`config.mk`:
```
export PLATFORM = sky130hd
export DESIGN_NAME = spi_access_responder
export DESIGN_NICKNAME = d
export VERILOG_FILES = /design/src/rtl/spi_access_pkg.sv /design/src/rtl/spi_sclk_div.sv /design/src/rtl/spi_access_responder.sv
export SDC_FILE = /design/constraint.sdc
export NUM_CORES = 1
export LEC_CHECK = 0
export ABC_AREA = 1
export CORE_ASPECT_RATIO = 0.5
export CORE_MARGIN = 4
export CORE_UTILIZATION = 58
export CTS_CLUSTER_DIAMETER = 30
export CTS_CLUSTER_SIZE = 40
export DETAILED_ROUTE_END_ITERATION = 7
export PLACE_DENSITY = 0.85
export SLEW_MARGIN = 30
export SYNTH_ARGS = -nofsm -noshare
export SYNTH_HDL_FRONTEND = slang
export SYNTH_HIERARCHICAL = 1
export SYNTH_SLANG_ARGS = --single-unit
```
`constraint.sdc`:
```
create_clock -name clk -period 4.9 [get_ports clk]
set_clock_uncertainty 0.1 [all_clocks]
set_input_delay 0.98 -clock clk [delete_from_list [all_inputs] [get_ports clk]]
set_output_delay 0.98 -clock clk [all_outputs]
set_load 0.005 [all_outputs]
```
`src/rtl/spi_access_pkg.sv`:
```
// Shared definitions for the SPI access responder: FSM state encoding and the
// default transfer geometry.
package spi_access_pkg;

  typedef enum logic [2:0] {
    IDLE,
    SETUP,
    SHIFT,
    HOLD,
    DONE
  } state_e;

  localparam int DEF_WORD_BITS = 16;
  localparam int DEF_CLK_DIV   = 4;
  localparam int DEF_CS_SETUP  = 2;

endpackage

```
`src/rtl/spi_sclk_div.sv`:
```
// SCLK generator: while enabled, sclk is low for CLK_DIV cycles and then high for
// CLK_DIV cycles; rise/fall strobe on the clk edge where sclk changes.
module spi_sclk_div #(
  parameter int CLK_DIV = 4
) (
  input  logic clk,
  input  logic rst,
  input  logic en_i,
  output logic rise_o,
  output logic fall_o,
  output logic sclk_o
);

  localparam int CW = (CLK_DIV > 1) ? $clog2(CLK_DIV) : 1;
  localparam logic [CW-1:0] LAST = CW'(CLK_DIV - 1);

  logic [CW-1:0] cnt_q, cnt_d;
  logic          phase_q, phase_d;
  logic          terminal;

  assign terminal = en_i && (cnt_q == LAST);
  assign rise_o   = terminal && !phase_q;
  assign fall_o   = terminal && phase_q;
  assign sclk_o   = phase_q;

  // Dropping enable parks the divider at the start of a low phase.
  always_comb begin
    cnt_d   = '0;
    phase_d = 1'b0;
    if (en_i) begin
      if (cnt_q == LAST) begin
        cnt_d   = '0;
        phase_d = !phase_q;
      end else begin
        cnt_d   = cnt_q + CW'(1);
        phase_d = phase_q;
      end
    end
  end

  always_ff @(posedge clk or posedge rst) begin
    if (rst) begin
      cnt_q   <= '0;
      phase_q <= 1'b0;
    end else begin
      cnt_q   <= cnt_d;
      phase_q <= phase_d;
    end
  end

endmodule

```
`src/rtl/spi_access_responder.sv`:
```
// Services a level access request with one mode-0, MSB-first SPI word transfer and
// returns the received word with a one-cycle ack; one extra request may queue.
module spi_access_responder
  import spi_access_pkg::*;
#(
  parameter int WORD_BITS = DEF_WORD_BITS,
  parameter int CLK_DIV   = DEF_CLK_DIV,
  parameter int CS_SETUP  = DEF_CS_SETUP
) (
  input  logic                 clk,
  input  logic                 rst,
  input  logic                 req,
  input  logic [WORD_BITS-1:0] cmd_word,
  input  logic                 ovr_clr,
  output logic                 busy,
  output logic                 ack,
  output logic [WORD_BITS-1:0] rd_data,
  output logic                 rd_valid,
  output logic                 overrun,
  output logic                 sclk,
  output logic                 cs_n,
  output logic                 mosi,
  input  logic                 miso
);

  localparam int BW = $clog2(WORD_BITS + 1);
  localparam int SW = $clog2(CS_SETUP + 1);
  localparam logic [BW-1:0] BIT_LAST  = BW'(WORD_BITS - 1);
  localparam logic [SW-1:0] WAIT_LAST = SW'(CS_SETUP - 1);

  state_e               state_q, state_d;
  logic                 req_d1_q;
  logic                 pending_q, pending_d;
  logic                 overrun_q, overrun_d;
  logic [SW-1:0]        wait_q, wait_d;
  logic [BW-1:0]        bit_q, bit_d;
  logic [WORD_BITS-1:0] tx_q, tx_d;
  logic [WORD_BITS-1:0] rx_q, rx_d;
  logic [WORD_BITS-1:0] rd_data_q, rd_data_d;
  logic                 req_rise;
  logic                 sclk_rise, sclk_fall;

  assign req_rise = req && !req_d1_q;

  spi_sclk_div #(.CLK_DIV(CLK_DIV)) u_div (
    .clk    (clk),
    .rst    (rst),
    .en_i   (state_q == SHIFT),
    .rise_o (sclk_rise),
    .fall_o (sclk_fall),
    .sclk_o (sclk)
  );

  // A queued request is consumed in IDLE; a rise arriving in that same cycle
  // becomes the next queued request. The overrun set wins over a same-cycle clear.
  always_comb begin
    state_d   = state_q;
    pending_d = pending_q;
    overrun_d = overrun_q;
    wait_d    = wait_q;
    bit_d     = bit_q;
    tx_d      = tx_q;
    rx_d      = rx_q;
    rd_data_d = rd_data_q;

    if (ovr_clr) overrun_d = 1'b0;

    if (state_q != IDLE && req_rise) begin
      if (pending_q) overrun_d = 1'b1;
      else           pending_d = 1'b1;
    end

    case (state_q)
      IDLE: begin
        if (req_rise || pending_q) begin
          state_d   = SETUP;
          tx_d      = cmd_word;
          wait_d    = '0;
          pending_d = pending_q && req_rise;
        end
      end
      SETUP: begin
        if (wait_q == WAIT_LAST) begin
          state_d = SHIFT;
          bit_d   = '0;
        end else begin
          wait_d = wait_q + SW'(1);
        end
      end
      SHIFT: begin
        if (sclk_rise) rx_d = {rx_q[WORD_BITS-2:0], miso};
        if (sclk_fall) begin
          tx_d = {tx_q[WORD_BITS-2:0], 1'b0};
          if (bit_q == BIT_LAST) begin
            state_d = HOLD;
            wait_d  = '0;
          end else begin
            bit_d = bit_q + BW'(1);
          end
        end
      end
      HOLD: begin
        if (wait_q == WAIT_LAST) begin
          state_d   = DONE;
          rd_data_d = rx_q;
        end else begin
          wait_d = wait_q + SW'(1);
        end
      end
      DONE:    state_d = IDLE;
      default: state_d = IDLE;
    endcase
  end

  always_ff @(posedge clk or posedge rst) begin
    if (rst) begin
      state_q   <= IDLE;
      req_d1_q  <= 1'b0;
      pending_q <= 1'b0;
      overrun_q <= 1'b0;
      wait_q    <= '0;
      bit_q     <= '0;
      tx_q      <= '0;
      rx_q      <= '0;
      rd_data_q <= '0;
    end else begin
      state_q   <= state_d;
      req_d1_q  <= req;
      pending_q <= pending_d;
      overrun_q <= overrun_d;
      wait_q    <= wait_d;
      bit_q     <= bit_d;
      tx_q      <= tx_d;
      rx_q      <= rx_d;
      rd_data_q <= rd_data_d;
    end
  end

  assign busy     = (state_q != IDLE);
  assign ack      = (state_q == DONE);
  assign rd_valid = (state_q == DONE);
  assign cs_n     = !(state_q == SETUP || state_q == SHIFT || state_q == HOLD);
  assign mosi     = tx_q[WORD_BITS-1];
  assign rd_data  = rd_data_q;
  assign overrun  = overrun_q;

endmodule

```
Word-level counts from Yosys, hierarchy flattened

Cells that the tools add are included.

Flip-flop bits (word level): 64
Input bits: 21
Output and inout bits: 23

Add/sub/neg operators: 3
Equality and inequality tests: 15
Mux-type cells: 28
Reduce and logical (&&, ||, !) cells: 24

Operator list:

| kind                | number |
|---|---|
| $mux 16             | 2 |
| $pmux 16 s2         | 1 |
| $ne 2x2->1 const B  | 8 |
| $mux 3              | 5 |
| $mux 5              | 3 |
| $mux 2              | 6 |
| $pmux 3 s4          | 1 |
| $pmux 5 s2          | 1 |
| $reduce_and 5->1    | 2 |
| $mux 1              | 8 |
| $eq 3x2->1 const B  | 2 |
| $logic_and 1x1->1   | 6 |
| $pmux 2 s3          | 1 |
| $reduce_bool 3->1   | 2 |
| $add 5x1->5 const B | 1 |
| $eq 5x4->1 const B  | 1 |
| $add 2x1->2 const B | 2 |
| $reduce_and 2->1    | 2 |
| $reduce_and 4->1    | 1 |
| $reduce_bool 2->1   | 2 |
| $eq 3x1->1 const B  | 1 |
| $eq 3x3->1 const B  | 1 |
| $logic_not 1->1     | 3 |
| $logic_not 3->1     | 1 |
| other kinds (5)     | 7 |

Logic depth before layout (Yosys ltp)

Depth after elaboration: 6
Gate-level depth with buffers: 13
Gate-level depth less buffers: 10

By module

The synthesis kept the hierarchy.

By module, submodules not included:

| module               | times used | cells an instance | area each (um2) |
|---|---|---|---|
| spi_access_responder | 1          | 333               | 2792.7 |
| spi_sclk_div         | 1          | 17                | 138.9 |

Worst setup path after synthesis

Ideal clock, no wire load.

Path type: register to register
From: reg state_q[0]
To: reg tx_q[15]
Setup time: 0.116 ns
Arrival: 1.760 ns
Setup slack: 2.924 ns
Cell stages (with the launch flop): 14
Buffers on the path: 3
Clock period less this slack: 1.976 ns
Cell sequence: dfrtp_1 > buf_6 > nor2_4 > nand2_4 > inv_4 > buf_4 > nand2_1 > nor2_1 > nor2_4 > nor2_4 > nand2_4 > buf_6 > nand2_1 > nand2_1

Word-level cells in the longest chain between the ends: 5
Elaborated cells between the ends (all ways): 9

Ends and longest elaborated chain:

| item                       | RTL line                    | RTL |
|---|---|---|
| from (decl)                | spi_access_responder.sv:31  | `state_e state_q, state_d;` |
| from (signal assigned)     | spi_access_responder.sv:127 | `state_q <= state_d;` |
| $eq 3x2->1                 | spi_access_responder.sv:48  | `.en_i (state_q == SHIFT),` |
| $logic_and 1x1->1          | spi_sclk_div.sv:21          | `assign terminal = en_i && (cnt_q == LAST);` |
| $logic_and 1x1->1          | spi_sclk_div.sv:23          | `assign fall_o = terminal && phase_q;` |
| named net sclk_fall        | spi_access_responder.sv:41  | `logic sclk_rise, sclk_fall;` |
| $ne 2x2->1 (no line)       | --                          |  |
| $reduce_and 3->1 (no line) | --                          |  |
| to (signal assigned)       | spi_access_responder.sv:133 | `tx_q <= tx_d;` |
| to (decl)                  | spi_access_responder.sv:37  | `logic [WORD_BITS-1:0] tx_q, tx_d;` |

The timed path passes the listed nets, and every way through them passes these cells.
A chain may end at the register's enable or synchronous reset.

Final worst setup path

From: reg state_q[0]
To: out ack

Word-level cells in the longest chain between the ends: 1

Ends and longest elaborated chain:

| item       | RTL line                    | RTL |
|---|---|---|
| $eq 3x3->1 | spi_access_responder.sv:140 | `assign ack = (state_q == DONE);` |
| to (decl)  | spi_access_responder.sv:16  | `output logic ack,` |

Every way passes these cells.

==> reports/metrics.yaml <==
outcome: "finished clean"
layout_commonest_cell: "nand2_1"
fin_nets: 417
crit_path_start_kind: "flop"
rows: 17
dr.pass1.iters: 4
ys.flop_type: "dfrtp_1"
synth-seq-cells: 64
crit_fanout: 8
hp-start: "u_div/cnt_q[0]"
clk_pin_slew_ns: 0.07
hold_end: "u_div/cnt_q[0]"
ff2ff_path_depth: 9
slew_viol_final: 0
fin_ws_ns: 2.14
regArea_um2: 1600
drive_gt1_share_pct: 8.82
grtUsageTotal_pct: 19.7
cts_buffer_depth: 2
critPathRequiredTime_ns: 3.82
synth_top_area_cell: "dfrtp_1"
grt_setup_unrepaired: "false"
multi_input_area_um2: 1090
die_area_um2: 6320
wl_per_cell_um: 12.1
initial_utilization_pct: 63.2
vias: 2315
postCtsSetupBuffers: 0
finalSetupViolations: 0
finalCritPeriodShare_pct: 56.4
final_cells: 463
synth_edf_count: 0
rrSetupSlack_ns: 2.55
hpwl_um: 3790
root_buffer: "clkbuf_8"
nFillCells: 330
synth_top_cell_area_share_pct: 54.6
place.gp.congestion: 0.799
drc: 0
synth.avg_cell_area_um2: 8.38
pin_count: 44
die_h_um: 58.3
ys_types: 27
io_buffers: 43
max_slew_margin_pct: 42.2
max_clock_freq_mhz: 362
worst_pin_slew_ns: 0.864
avgViaCountPerCell: 5.00
min_period_ns: 2.76
antenna_found_initial: 0
final_util_pct: 76.3
pwr_density_cell_nw_per_um2: 489
yosys_warnings: 6
min_path_type: "flop to flop"
die_w_um: 109
endpoint_kind: "output port"
cts_num_sinks: 64
overflow: 0
ctsResizeCount: 0
ys_top_cells_by_area: "dfrtp_1 (55%), nand2_1 (19%), o21ai_0 (5.5%)"
pre_cts_slack_ns: 2.44
postSynthCellCount: 350
coreArea_um2: 4640
synth-async-reset-ratio_pct: 100
n_antenna_cell: 0
grt_pass1_vias: 2129
ant_nets: 0
synth_area_um2: 2930
finalHoldViolations: 0
vdd_drop_max_uv: 266
grt_max_degree: 41
area.growth.synth_to_final_pct: 20.7
grt_pass1_wl_um: 9720
hold_buffers: 0
placedCellCount: 447
rr_startpoint: "state_q[2]"
path_class: "flop to output port"
layout_common_cells: "nand2_1 (151), dfrtp_1 (64), clkdlybuf4s50_1 (43)"
worstPathArrival_ns: 1.68
min_path_cells: 1
p_leak_uw: 0.00175
tritoncts: "yes"
clock_latency_ns: 0.33
fin_setup_tns_ns: 0
synth-seq-area-share_pct: 54.6
r2r_end: "wait_q[0]"
drv_cap: 0
ctsHtreeMaxLevel: 3
numCtsBuffers: 9
syn_nets: 375
routed_wl_um: 5610
first_iter_violations: 93
[worst max-delay path by stage]
stage | startpoint | end | slack [ns] | cells past startpoint
2_1_floorplan | rst | bit_q[0] | 2.31 | 1
3_3_place_gp | rst | rx_q[10] | 2.46 | 3
5_1_grt | state_q[1] | ack | 2.02 | 4
4_1_cts | state_q[0] | ack | 2.12 | 4
3_5_place_dp | rst | rd_data[5] | 2.44 | 3
6_report | state_q[0] | ack | 2.14 | 4
[cells by family (layout without fill, tap and decap cells)]
logic type | count (synthesis) | in the layout | share of synthesized area (%)
adders and majority gates | 4 | 4 | 1.71
and+or+nand+nor | 193 | 193 | 28.6
xor gates and xnor gates | 1 | 1 | 0.299
DFF | 64 | 64 | 54.6
buffers and inverters | 49 | 96 | 8.02
AOI/OAI and AO/OA | 39 | 39 | 6.70
[per-stage QoR]
step / area [um^2] / power (uW) / hold slack (ns)
after global placement: 3350 / 1290 / 0.316
after floorplan: 2930 / 1210 / 0.306
after global routing: 3540 / 1860 / 0.357
final: 3540 / 1730 / 0.341
after detailed placement: 3350 / 1320 / 0.334
after CTS: 3540 / 1740 / 0.341
[cells in the mapped netlist (2+ instances only)]
master    count
or2_2         2
inv_1        33
nor2_4        4
nand4_1       5
o21ai_0      32
nor2_1        9
nand2_2       5
buf_6         4
a21oi_1       3
dfrtp_1      64
ha_1          4
nand3b_1      2
inv_2         2
clkbuf_2      2
nand3_1       8
buf_4         3
nand2_1     151
or2_1         2
o21ai_1       3
buf_2         4
nand2_4       2
[flip-flops by register name (all words and copies together), names as in the netlist]
name          cells
rd_data          16
rx_q             16
tx_q             16
bit_q             5
state_q           3
u_div/cnt_q       2
wait_q            2
overrun           1
pending_q         1
req_d1_q          1
u_div/sclk_o      1
[where the power goes]
| part | internal (uW) | leakage, uW | switching, uW |
|---|---|---|---|
| Sequential | 634 | 0.000853 | 74.2 |
| Combinational | 221 | 0.000804 | 391 |
| Clock | 211 | 0.0000886 | 197 |
[final cells by class]
type | count | area share (%)
tap | 66 | 2.33
clock buffer | 12 | 4.38
clock inverter | 4 | 0.813
inverter | 36 | 3.89
multi-input combinational | 237 | 30.9
timing repair buffer | 44 | 12.4
sequential | 64 | 45.3
[critical path: stages, from the launching register on]
cell and delay (ns):
dfrtp_1 0.47, inv_1 0.12, nand2_2 0.08, nor2_1 0.15, clkdlybuf4s50_1 0.53
[routing by layer]
layer  vias up  routed length [um]  track usage [%]
met1      1086                2580             24.7
met3         9                 243             7.12
met4         0                  68             4.86
met2        54                2720             33.1
met5         -                   0                0
li1       1166                   -                -
Power figures use the tool's default switching activity.
